`src/rtl/ecc_pkg.sv`:
```
// Shared ECC definitions for the (71,64) Hamming-protected FIFO path.
// Codeword positions 1..71; parity bits sit at the power-of-two positions.
package ecc_pkg;

    localparam int unsigned ECC_DATA_W = 64;
    localparam int unsigned ECC_PAR_W  = 7;
    localparam int unsigned ECC_CW_W   = 71;

    localparam logic [ECC_PAR_W-1:0] ECC_PAR_POS [ECC_PAR_W] =
        '{7'd1, 7'd2, 7'd4, 7'd8, 7'd16, 7'd32, 7'd64};

    typedef enum logic [1:0] {SYN_CLEAN, SYN_CORR, SYN_UNCORR} syn_class_t;

    typedef enum logic {ST_RUN, ST_HALT} chk_state_t;

    // Codeword position of data bit idx: the idx-th non-power-of-two position.
    function automatic logic [ECC_PAR_W-1:0] ecc_data_pos(input int unsigned idx);
        int unsigned cnt;
        logic [ECC_PAR_W-1:0] pos;
        cnt = 0;
        pos = '0;
        for (int unsigned p = 1; p <= ECC_CW_W; p++) begin
            if ((p & (p - 1)) != 0) begin
                if (cnt == idx) pos = p[ECC_PAR_W-1:0];
                cnt++;
            end
        end
        return pos;
    endfunction

    function automatic syn_class_t ecc_classify(input logic [ECC_PAR_W-1:0] syn,
                                                input logic is_parity_diff);
        if (syn == '0)
            return SYN_CLEAN;
        else if (is_parity_diff || syn <= 7'(ECC_CW_W))
            return SYN_CORR;
        else
            return SYN_UNCORR;
    endfunction

endpackage

```
`src/rtl/ecc_d64b_p7_dec.sv`:
```
// Combinational Hamming decoder: syndrome, single-bit data correction and
// a flag for syndromes that point at a parity bit.
module ecc_d64b_p7_dec
    import ecc_pkg::*;
(
    input  logic [ECC_DATA_W-1:0] data,
    input  logic [ECC_PAR_W-1:0]  parity,
    output logic [ECC_DATA_W-1:0] data_out,
    output logic [ECC_PAR_W-1:0]  syndrome,
    output logic                  is_parity_diff
);

    logic [ECC_PAR_W-1:0] contrib [ECC_DATA_W];
    logic [ECC_PAR_W-1:0] recomputed;

    // Recomputed parity is the XOR of the positions of all set data bits.
    for (genvar i = 0; i < ECC_DATA_W; i++) begin : g_bit
        localparam logic [ECC_PAR_W-1:0] POS = ecc_data_pos(i);
        assign contrib[i]  = data[i] ? POS : '0;
        assign data_out[i] = data[i] ^ (syndrome == POS);
    end

    always_comb begin
        recomputed = '0;
        for (int unsigned k = 0; k < ECC_DATA_W; k++)
            recomputed = recomputed ^ contrib[k];
    end

    assign syndrome = recomputed ^ parity;

    always_comb begin
        is_parity_diff = 1'b0;
        for (int unsigned k = 0; k < ECC_PAR_W; k++)
            if (syndrome == ECC_PAR_POS[k]) is_parity_diff = 1'b1;
    end

endmodule

```
`src/rtl/ecc_rd_check_pipe.sv`:
```
// Read-side ECC check: 2-stage elastic pipeline around the decoder, with
// saturating error counters, first-error log and optional halt on uncorrectable.
module ecc_rd_check_pipe
    import ecc_pkg::*;
#(
    parameter int unsigned CNT_W          = 16,
    parameter bit          STOP_ON_UNCORR = 1'b0
) (
    input  logic                  clk,
    input  logic                  rst,
    input  logic                  s_valid,
    output logic                  s_ready,
    input  logic [ECC_DATA_W-1:0] s_data,
    input  logic [ECC_PAR_W-1:0]  s_parity,
    output logic                  m_valid,
    input  logic                  m_ready,
    output logic [ECC_DATA_W-1:0] m_data,
    output logic                  m_err_corr,
    output logic                  m_err_uncorr,
    input  logic                  cnt_clr,
    output logic [CNT_W-1:0]      corr_cnt,
    output logic [CNT_W-1:0]      uncorr_cnt,
    output logic                  log_valid,
    output logic [ECC_PAR_W-1:0]  log_syndrome,
    output logic                  halted
);

    logic                  a_valid;
    logic [ECC_DATA_W-1:0] a_data;
    logic [ECC_PAR_W-1:0]  a_parity;
    logic                  b_valid;
    logic [ECC_PAR_W-1:0]  b_syndrome;
    chk_state_t            state;

    logic [ECC_DATA_W-1:0] dec_data;
    logic [ECC_PAR_W-1:0]  dec_syndrome;
    logic                  dec_is_par;
    syn_class_t            dec_class;

    logic b_load, a_adv, a_take, handoff;

    ecc_d64b_p7_dec u_dec (
        .data           (a_data),
        .parity         (a_parity),
        .data_out       (dec_data),
        .syndrome       (dec_syndrome),
        .is_parity_diff (dec_is_par)
    );

    assign dec_class = ecc_classify(dec_syndrome, dec_is_par);

    assign b_load  = !b_valid || m_ready;
    assign a_adv   = a_valid && b_load;
    assign s_ready = (state == ST_RUN) && (!a_valid || a_adv);
    assign a_take  = s_valid && s_ready;
    assign handoff = b_valid && m_ready;
    assign m_valid = b_valid;
    assign halted  = (state == ST_HALT);

    always_ff @(posedge clk) begin
        if (rst) begin
            a_valid  <= 1'b0;
            a_data   <= '0;
            a_parity <= '0;
        end else if (a_take) begin
            a_valid  <= 1'b1;
            a_data   <= s_data;
            a_parity <= s_parity;
        end else if (a_adv) begin
            a_valid  <= 1'b0;
        end
    end

    // Stage B keeps its payload when it empties so m_* stay quiet.
    always_ff @(posedge clk) begin
        if (rst) begin
            b_valid      <= 1'b0;
            m_data       <= '0;
            m_err_corr   <= 1'b0;
            m_err_uncorr <= 1'b0;
            b_syndrome   <= '0;
        end else if (b_load) begin
            b_valid <= a_valid;
            if (a_valid) begin
                m_data       <= (dec_class == SYN_UNCORR) ? a_data : dec_data;
                m_err_corr   <= (dec_class == SYN_CORR);
                m_err_uncorr <= (dec_class == SYN_UNCORR);
                b_syndrome   <= dec_syndrome;
            end
        end
    end

    always_ff @(posedge clk) begin
        if (rst || cnt_clr) begin
            corr_cnt     <= '0;
            uncorr_cnt   <= '0;
            log_valid    <= 1'b0;
            log_syndrome <= '0;
        end else if (handoff) begin
            if (m_err_corr && corr_cnt != '1)     corr_cnt   <= corr_cnt + 1'b1;
            if (m_err_uncorr && uncorr_cnt != '1) uncorr_cnt <= uncorr_cnt + 1'b1;
            if ((m_err_corr || m_err_uncorr) && !log_valid) begin
                log_valid    <= 1'b1;
                log_syndrome <= b_syndrome;
            end
        end
    end

    always_ff @(posedge clk) begin
        if (rst) begin
            state <= ST_RUN;
        end else begin
            case (state)
                ST_RUN:  if (STOP_ON_UNCORR && handoff && m_err_uncorr && !cnt_clr)
                             state <= ST_HALT;
                ST_HALT: if (cnt_clr) state <= ST_RUN;
                default: state <= ST_RUN;
            endcase
        end
    end

endmodule

```
`config.mk`:
```
export PLATFORM = sky130hd
export DESIGN_NAME = ecc_rd_check_pipe
export DESIGN_NICKNAME = d
export VERILOG_FILES = /design/src/rtl/ecc_pkg.sv /design/src/rtl/ecc_d64b_p7_dec.sv /design/src/rtl/ecc_rd_check_pipe.sv
export SDC_FILE = /design/constraint.sdc
export NUM_CORES = 1
export LEC_CHECK = 0
export CORE_MARGIN = 2
export CORE_UTILIZATION = 48
export CTS_CLUSTER_SIZE = 30
export DETAILED_ROUTE_END_ITERATION = 8
export MAX_ROUTING_LAYER = met4
export PLACE_DENSITY = 0.75
export SLEW_MARGIN = 20
export SYNTH_ARGS = -nofsm -noshare
export SYNTH_HDL_FRONTEND = slang
export SYNTH_HIERARCHICAL = 1
export SYNTH_SLANG_ARGS = --single-unit
```
`constraint.sdc`:
```
create_clock -name clk -period 3.5 [get_ports clk]
set_input_delay 0.7 -clock clk [delete_from_list [all_inputs] [get_ports clk]]
set_output_delay 0.7 -clock clk [all_outputs]
set_load 0.01 [all_outputs]
```
Word level (Yosys, flattened, before mapping):

Index checks and enable logic that the tools add are counted.

* memory bits (read-only): 0
* memory bits (writable): 0
* logic and storage cells: 319
* memories: 0
* bits in latches: 0
* flip-flop bits (word level): 187
* output and inout bits: 109

* $mul: 0
* mux-type cells: 77
* eq/ne operators: 75
* $lt $le $gt $ge: 1
* $add $sub $neg: 2
* reduce and logical (&&, ||, !) cells: 22
* divide/modulo/power cells: 0
* bitwise logic cells: 129
* shift-type cells: 0

Operators with widths (number)
* $xor 7x7->7: 64
* $eq 7x6->1 const B: 32
* $mux 6: 31
* $eq 7x5->1 const B: 16
* $mux 5: 15
* $mux 64: 1
* $xor 1x1->1: 64
* $eq 7x4->1 const B: 8
* $eq 7x7->1 const B: 8
* $mux 7: 7
* $add 16x1->16 const B: 2
* $ne 16x16->1 const B: 2
* $eq 7x3->1 const B: 4
* $mux 4: 7
* $eq 7x2->1 const B: 2
* $mux 1: 10
* $mux 3: 3
* $reduce_and 2->1: 4
* $eq 7x1->1 const B: 1
* $le 7x7->1 const B: 1
* $logic_and 1x1->1: 7
* $logic_not 7->1: 1
* $mux 2: 3
* $logic_or 1x1->1: 5
* other kinds (6): 8

Logic depth before layout (Yosys ltp):

* depth after elaboration: 78
* depth in mapped cells: 14

Cells and area by module:

The synthesis kept the hierarchy.

Modules (own cells, without submodules)
* ecc_rd_check_pipe: times used 1, cells an instance 872, area an instance 7527.2 um2
* ecc_d64b_p7_dec: times used 1, cells an instance 280, area an instance 2481.1 um2

Worst setup path before layout:

No wires, ideal clock.

* kind: register to register
* start: register a_data[63]
* end: register m_data[25]
* buffers on the path: 3
* path slack: -231 ps
* data arrival time: 3593 ps
* library setup time: 137 ps
* cell stages (with the launch flop): 15
* cells stage by stage: dfxtp_1 -> xor3_1 -> xnor3_1 -> xnor3_1 -> xor3_1 -> nand2b_1 -> buf_1 -> inv_1 -> a21oi_1 -> o21ai_0 -> nor3b_1 -> buf_2 -> buf_2 -> mux2i_1 -> a211oi_1

* word-level cells in the longest chain between the ends: 16
* elaborated cells on any way between the ends: 26
* classes of those cells: order compare: 1; eq/ne: 9; mux: 11; bitwise: 3; reduce/logical: 2

Ends and longest elaborated chain
* start, declared: line ecc_rd_check_pipe.sv:29 `logic [ECC_DATA_W-1:0] a_data;`
* start signal, assigned: line ecc_rd_check_pipe.sv:67 `a_data <= s_data;`
* $mux 7 *: line ecc_d64b_p7_dec.sv:19 `assign contrib[i] = data[i] ? POS : '0;`
* $xor 7x7->7 *: line ecc_d64b_p7_dec.sv:26 `recomputed = recomputed ^ contrib[k];`
* $xor 7x7->7 *: line ecc_d64b_p7_dec.sv:29 `assign syndrome = recomputed ^ parity;`
* $eq 7x1->1: line ecc_d64b_p7_dec.sv:34 `if (syndrome == ECC_PAR_POS[k]) is_parity_diff = 1'b1;`
* $mux 1 (6 in series): line ecc_d64b_p7_dec.sv:34
* $mux 1 *: line ecc_d64b_p7_dec.sv:34
* via dec_is_par: line ecc_rd_check_pipe.sv:37 `logic dec_is_par;`
* $logic_or 1x1->1 *: line ecc_pkg.sv:35 `else if (is_parity_diff || syn <= 7'(ECC_CW_W))`
* $mux 2 *: line ecc_pkg.sv:35
* $mux 2 *: line ecc_pkg.sv:33 `if (syn == '0)`
* $eq 2x2->1 *: line ecc_rd_check_pipe.sv:85 `m_data <= (dec_class == SYN_UNCORR) ? a_data : dec_data;`
* $mux 64 *: line ecc_rd_check_pipe.sv:85
* end signal, assigned: line ecc_rd_check_pipe.sv:85
* end, declared: line ecc_rd_check_pipe.sv:17 `output logic [ECC_DATA_W-1:0] m_data,`

The timed path passes the listed nets; every way through them passes the cells marked *.
A chain may end at the register's enable or synchronous reset.

Final worst setup path:

* start: register a_data[31]
* end: register m_data[43]

* word-level cells in the longest chain between the ends: 48
* elaborated cells on any way between the ends: 58
* classes of those cells: order compare: 1; eq/ne: 9; mux: 11; bitwise: 35; reduce/logical: 2

Ends and longest elaborated chain (line)
* $mux 6 *: ecc_d64b_p7_dec.sv:19
* $xor 7x7->7 * (33 in series): ecc_d64b_p7_dec.sv:26
* $xor 7x7->7 *: ecc_d64b_p7_dec.sv:29
* $eq 7x1->1: ecc_d64b_p7_dec.sv:34
* $mux 1 (6 in series): ecc_d64b_p7_dec.sv:34
* $mux 1 *: ecc_d64b_p7_dec.sv:34
* via dec_is_par: ecc_rd_check_pipe.sv:37
* $logic_or 1x1->1 *: ecc_pkg.sv:35
* $mux 2 *: ecc_pkg.sv:35
* $mux 2 *: ecc_pkg.sv:33
* $eq 2x2->1 *: ecc_rd_check_pipe.sv:85
* $mux 64 *: ecc_rd_check_pipe.sv:85

Marked as above.

==> summary.md <==
| Metric | Value |
|---|---|
| Mean routed wirelength per cell | `18.7 um` |
| FFs w/ async S/R, synth | `0%` |
| Synth Register Bits | `187` |
| Area Growth Syn to Fin | `37.5%` |
| Routed vias/inst | `5.61` |
| Critical path cell sequence | `xnor3_1 > xnor3_1 > xnor3_1 > xnor3_2 > and3_4 > o21bai_1 > a21oi_1 > o21ai_2 > nor3b_4 > buf_6 > buf_12 > mux2i_4 > a211oi_1` |
| Layout cells sized above 1 | `16.4%` |
| Tot GR Track Use | `28.1%` |
| VDD IR max | `1.15 mV` |
| Most frequent cells in the layout | `192 x nand2_1, 183 x clkdlybuf4s50_1, 163 x dfxtp_1` |
| Final WL | `31100 um` |
| WHS Path Cells | `2` |
| Post-synthesis compound-gate area fraction | `12.7%` |
| I/O Pins | `185` |
| Final hold violation count | `0` |
| End of the critical path | `m_data[43]` |
| Clk buf depth | `2` |
| Slowest CP cell | `xnor3_2` |
| Setup repair after global routing missed its margin | `yes` |
| Final core utilization | `67.6%` |
| Setup crit start | `a_data[31]` |
| Main combinational cell family by area after synthesis | `simple AND/OR/NAND/NOR gates` |
| Failing checks | `negative setup slack` |
| Synth warnings | `6` |
| Die Y | `148 um` |
| Net count, final | `1456` |
| Largest delay contributor family on the critical path | `XOR/XNOR gates` |
| Post-Synth Simple-Gate Area | `19.6%` |
| Die Wd | `148 um` |
| Unique masters post-synth | `53` |
| Cell Rows | `52` |
| Gp weighted congestion | `0.927` |
| Initial core utilization | `49.1%` |
| Fmax | `281 MHz` |
| Crit. path cell count | `13` |
| Drt first-iter violations | `727` |
| Mux contribution to synthesized area | `7.50%` |
| R2R setup slack | `-0.06 ns` |
| Hold WC Path Type | `flop to flop` |
| Vias in the first global route | `8799` |
| Final period util | `102%` |
| Total number of vias | `9326` |
| Final Setup Violations | `32` |
| WP data required | `3.77 ns` |
| Post-Synth XOR/XNOR Area | `19.0%` |
| Pin count of the biggest net entering global routing | `137` |
| First-pass GRT wire length | `47500 um` |
| N_diodes | `0` |
| CP arrival | `3.83 ns` |
| CP endpoint kind | `flop` |
| Area of the mapped netlist | `10000 um^2` |
| Total global routing overflow | `0` |
| Slew headroom | `39.7%` |
| Buffers added on ports | `184` |
| Clk root buf | `clkbuf_16` |
| EDFF count, synth | `0` |
| Crit-path max cell delay | `0.46 ns` |
| Initial antenna violation count | `0` |
| Post-synthesis adder-cell area fraction | `0.250%` |
| Clock Skews | `0.0129 ns` |
| Sequential area share after synthesis | `37.4%` |
| Worst Tran Pin Value | `0.904 ns` |
| Max_cap viols | `0` |
| Top_reg_cell synth | `dfxtp_1` |
| Syn avg cell area | `8.69 um^2` |
| Total iterations of the first detailed-routing run | `5` |
| Total CTS buffers | `17` |
| Post-Syn Instances | `1152` |
| Placement-stage cell area | `12600 um^2` |
| Worst flop-to-flop path endpoint | `m_data[43]` |
| Final worst slack | `-0.0619 ns` |
| CTS Sinks | `187` |
| Leak | `5.38 nW` |
| Post-layout instance area | `13800 um^2` |
| Pins Over Slew Limit | `0` |
| Layout Cells excl Fill | `1661` |
| CP bufs+invs | `2` |
| Syn_nets | `1230` |
| Critical Path Most Common Cell | `xnor3_1` |
| Post-DP HPWL | `21300 um` |
| Status | `finished with violations` |
| Critical path fanouts, max | `7` |
| Most common cell after layout, fill and taps aside | `nand2_1` |
| H-Tree Level Count | `4` |
| Crit path kind | `flop to flop` |
| Clock tree from TritonCTS | `yes` |
| Worst skew pair latency | `0.44 ns` |
| Reg-to-Reg Start | `a_data[31]` |
| Setup TNS | `-0.635 ns` |
| CP Launch Type | `flop` |
| Final ANT Viol Nets | `0` |
| Hold_ws | `0.467 ns` |
| Worst-path clk slew | `0.07 ns` |
| Tmin final | `3.56 ns` |
| Placeable Area | `20400 um^2` |
| Pwr Density | `825 nW/um^2` |
| DRC violations left | `0` |
| Placed cells | `1612` |
| Yosys top cell by area | `dfxtp_1` |
| Hold Startpoint | `b_syndrome[6]` |
| Die ar. | `22000 um^2` |
| Top cells by area, synth | `dfxtp_1 37%, mux2i_1 7.5%, nand2_1 7.2%` |
| Top-area cell type share of the netlist area | `37.4%` |
| Reg2reg path depth | `13` |
==> repair_timing <==
action,in CTS,in global routing
resized for setup,26,53
cloned,0,3
endpoints found under the setup margin,66,64
pin swaps,4,37
hold buffers,0,0
setup buffers,2,13
==> worst reg2reg max path: cells and delay by family, from the launching register on <==
kind | cells | cell delay (ns)
xor gates and xnor gates | 4 | 1.40
AOI/OAI and AO/OA | 4 | 0.53
and+or+nand+nor | 2 | 0.52
buffers and inverters | 2 | 0.37
DFF | 1 | 0.33
muxes | 1 | 0.24
==> through the flow <==
stage	setup slack (ns)	power, mW
global route	-0.119	11.8
CTS	0.0127	10.5
finish	-0.0619	11.4
detailed placement	-0.215	8.26
global placement	-0.111	8.18
floorplan	-0.0574	6.02
==> report_power, final <==
part | internal [mW] | switching [mW] | total, mW | leakage, nW
sequential | 2.28 | 0.146 | 2.43 | 1.54
combinational | 3.21 | 3.65 | 6.86 | 3.54
clock | 1.20 | 0.859 | 2.06 | 0.301
total | 6.69 | 4.66 | 11.4 | 5.38
==> routing by layer <==
layer  wire [um]  track usage, %  vias up
met5           0               -        -
met4         939            9.86        0
met3        2190            4.63       71
met2       14700            44.5      353
met1       13200            36.7     4455
li1            -               -     4447
==> synthesized netlist by cell type (10+ instances only) <==
master and n:
a211oi_1 64, or4_1 17, a21oi_1 109, xnor3_1 20, or3_1 13, dfxtp_1 187
nand4_1 10, mux2i_1 75, xor2_1 64, buf_2 14, nand2_1 192, o21ai_0 11
nand3_1 15, o31ai_1 14, xnor2_1 75, clkbuf_1 58, nor3_1 32, nor2_1 99
==> state kept, by name (all words and copies together) (netlist names), 7 cells and up <==
register and cells:
a_data 64, a_parity 7, b_syndrome 7, corr_cnt 16
log_syndrome 7, m_data 64, uncorr_cnt 16
==> cell families after synthesis <==
kind of cell             count (synthesis)
XOR/XNOR                               169
AO/OA/AOI/OAI                          208
AND/OR/NAND/NOR                        426
flip-flops                             187
multiplexers                            75
buffers and inverters                   85
adder cells (fa/ha/maj)                  2
==> how the worst min path moves through the flow <==
stage	slack [ns]	end
2_1_floorplan	0.44	b_syndrome[0]
3_5_place_dp	0.46	b_syndrome[0]
6_report	0.47	b_syndrome[6]
5_1_grt	0.49	b_syndrome[6]
3_3_place_gp	0.45	b_syndrome[0]
4_1_cts	0.47	b_syndrome[0]
==> cell type report <==
type | count | area [um^2]
Fill cell | 1578 | 6600
Timing Repair Buffer | 287 | 2800
Clock inverter | 14 | 190
Clock buffer | 18 | 429
Inverter | 5 | 18.8
Multi-Input combinational cell | 880 | 6200
Sequential cell | 187 | 3780
Tap cell | 270 | 338
Power figures use the tool's default switching activity.
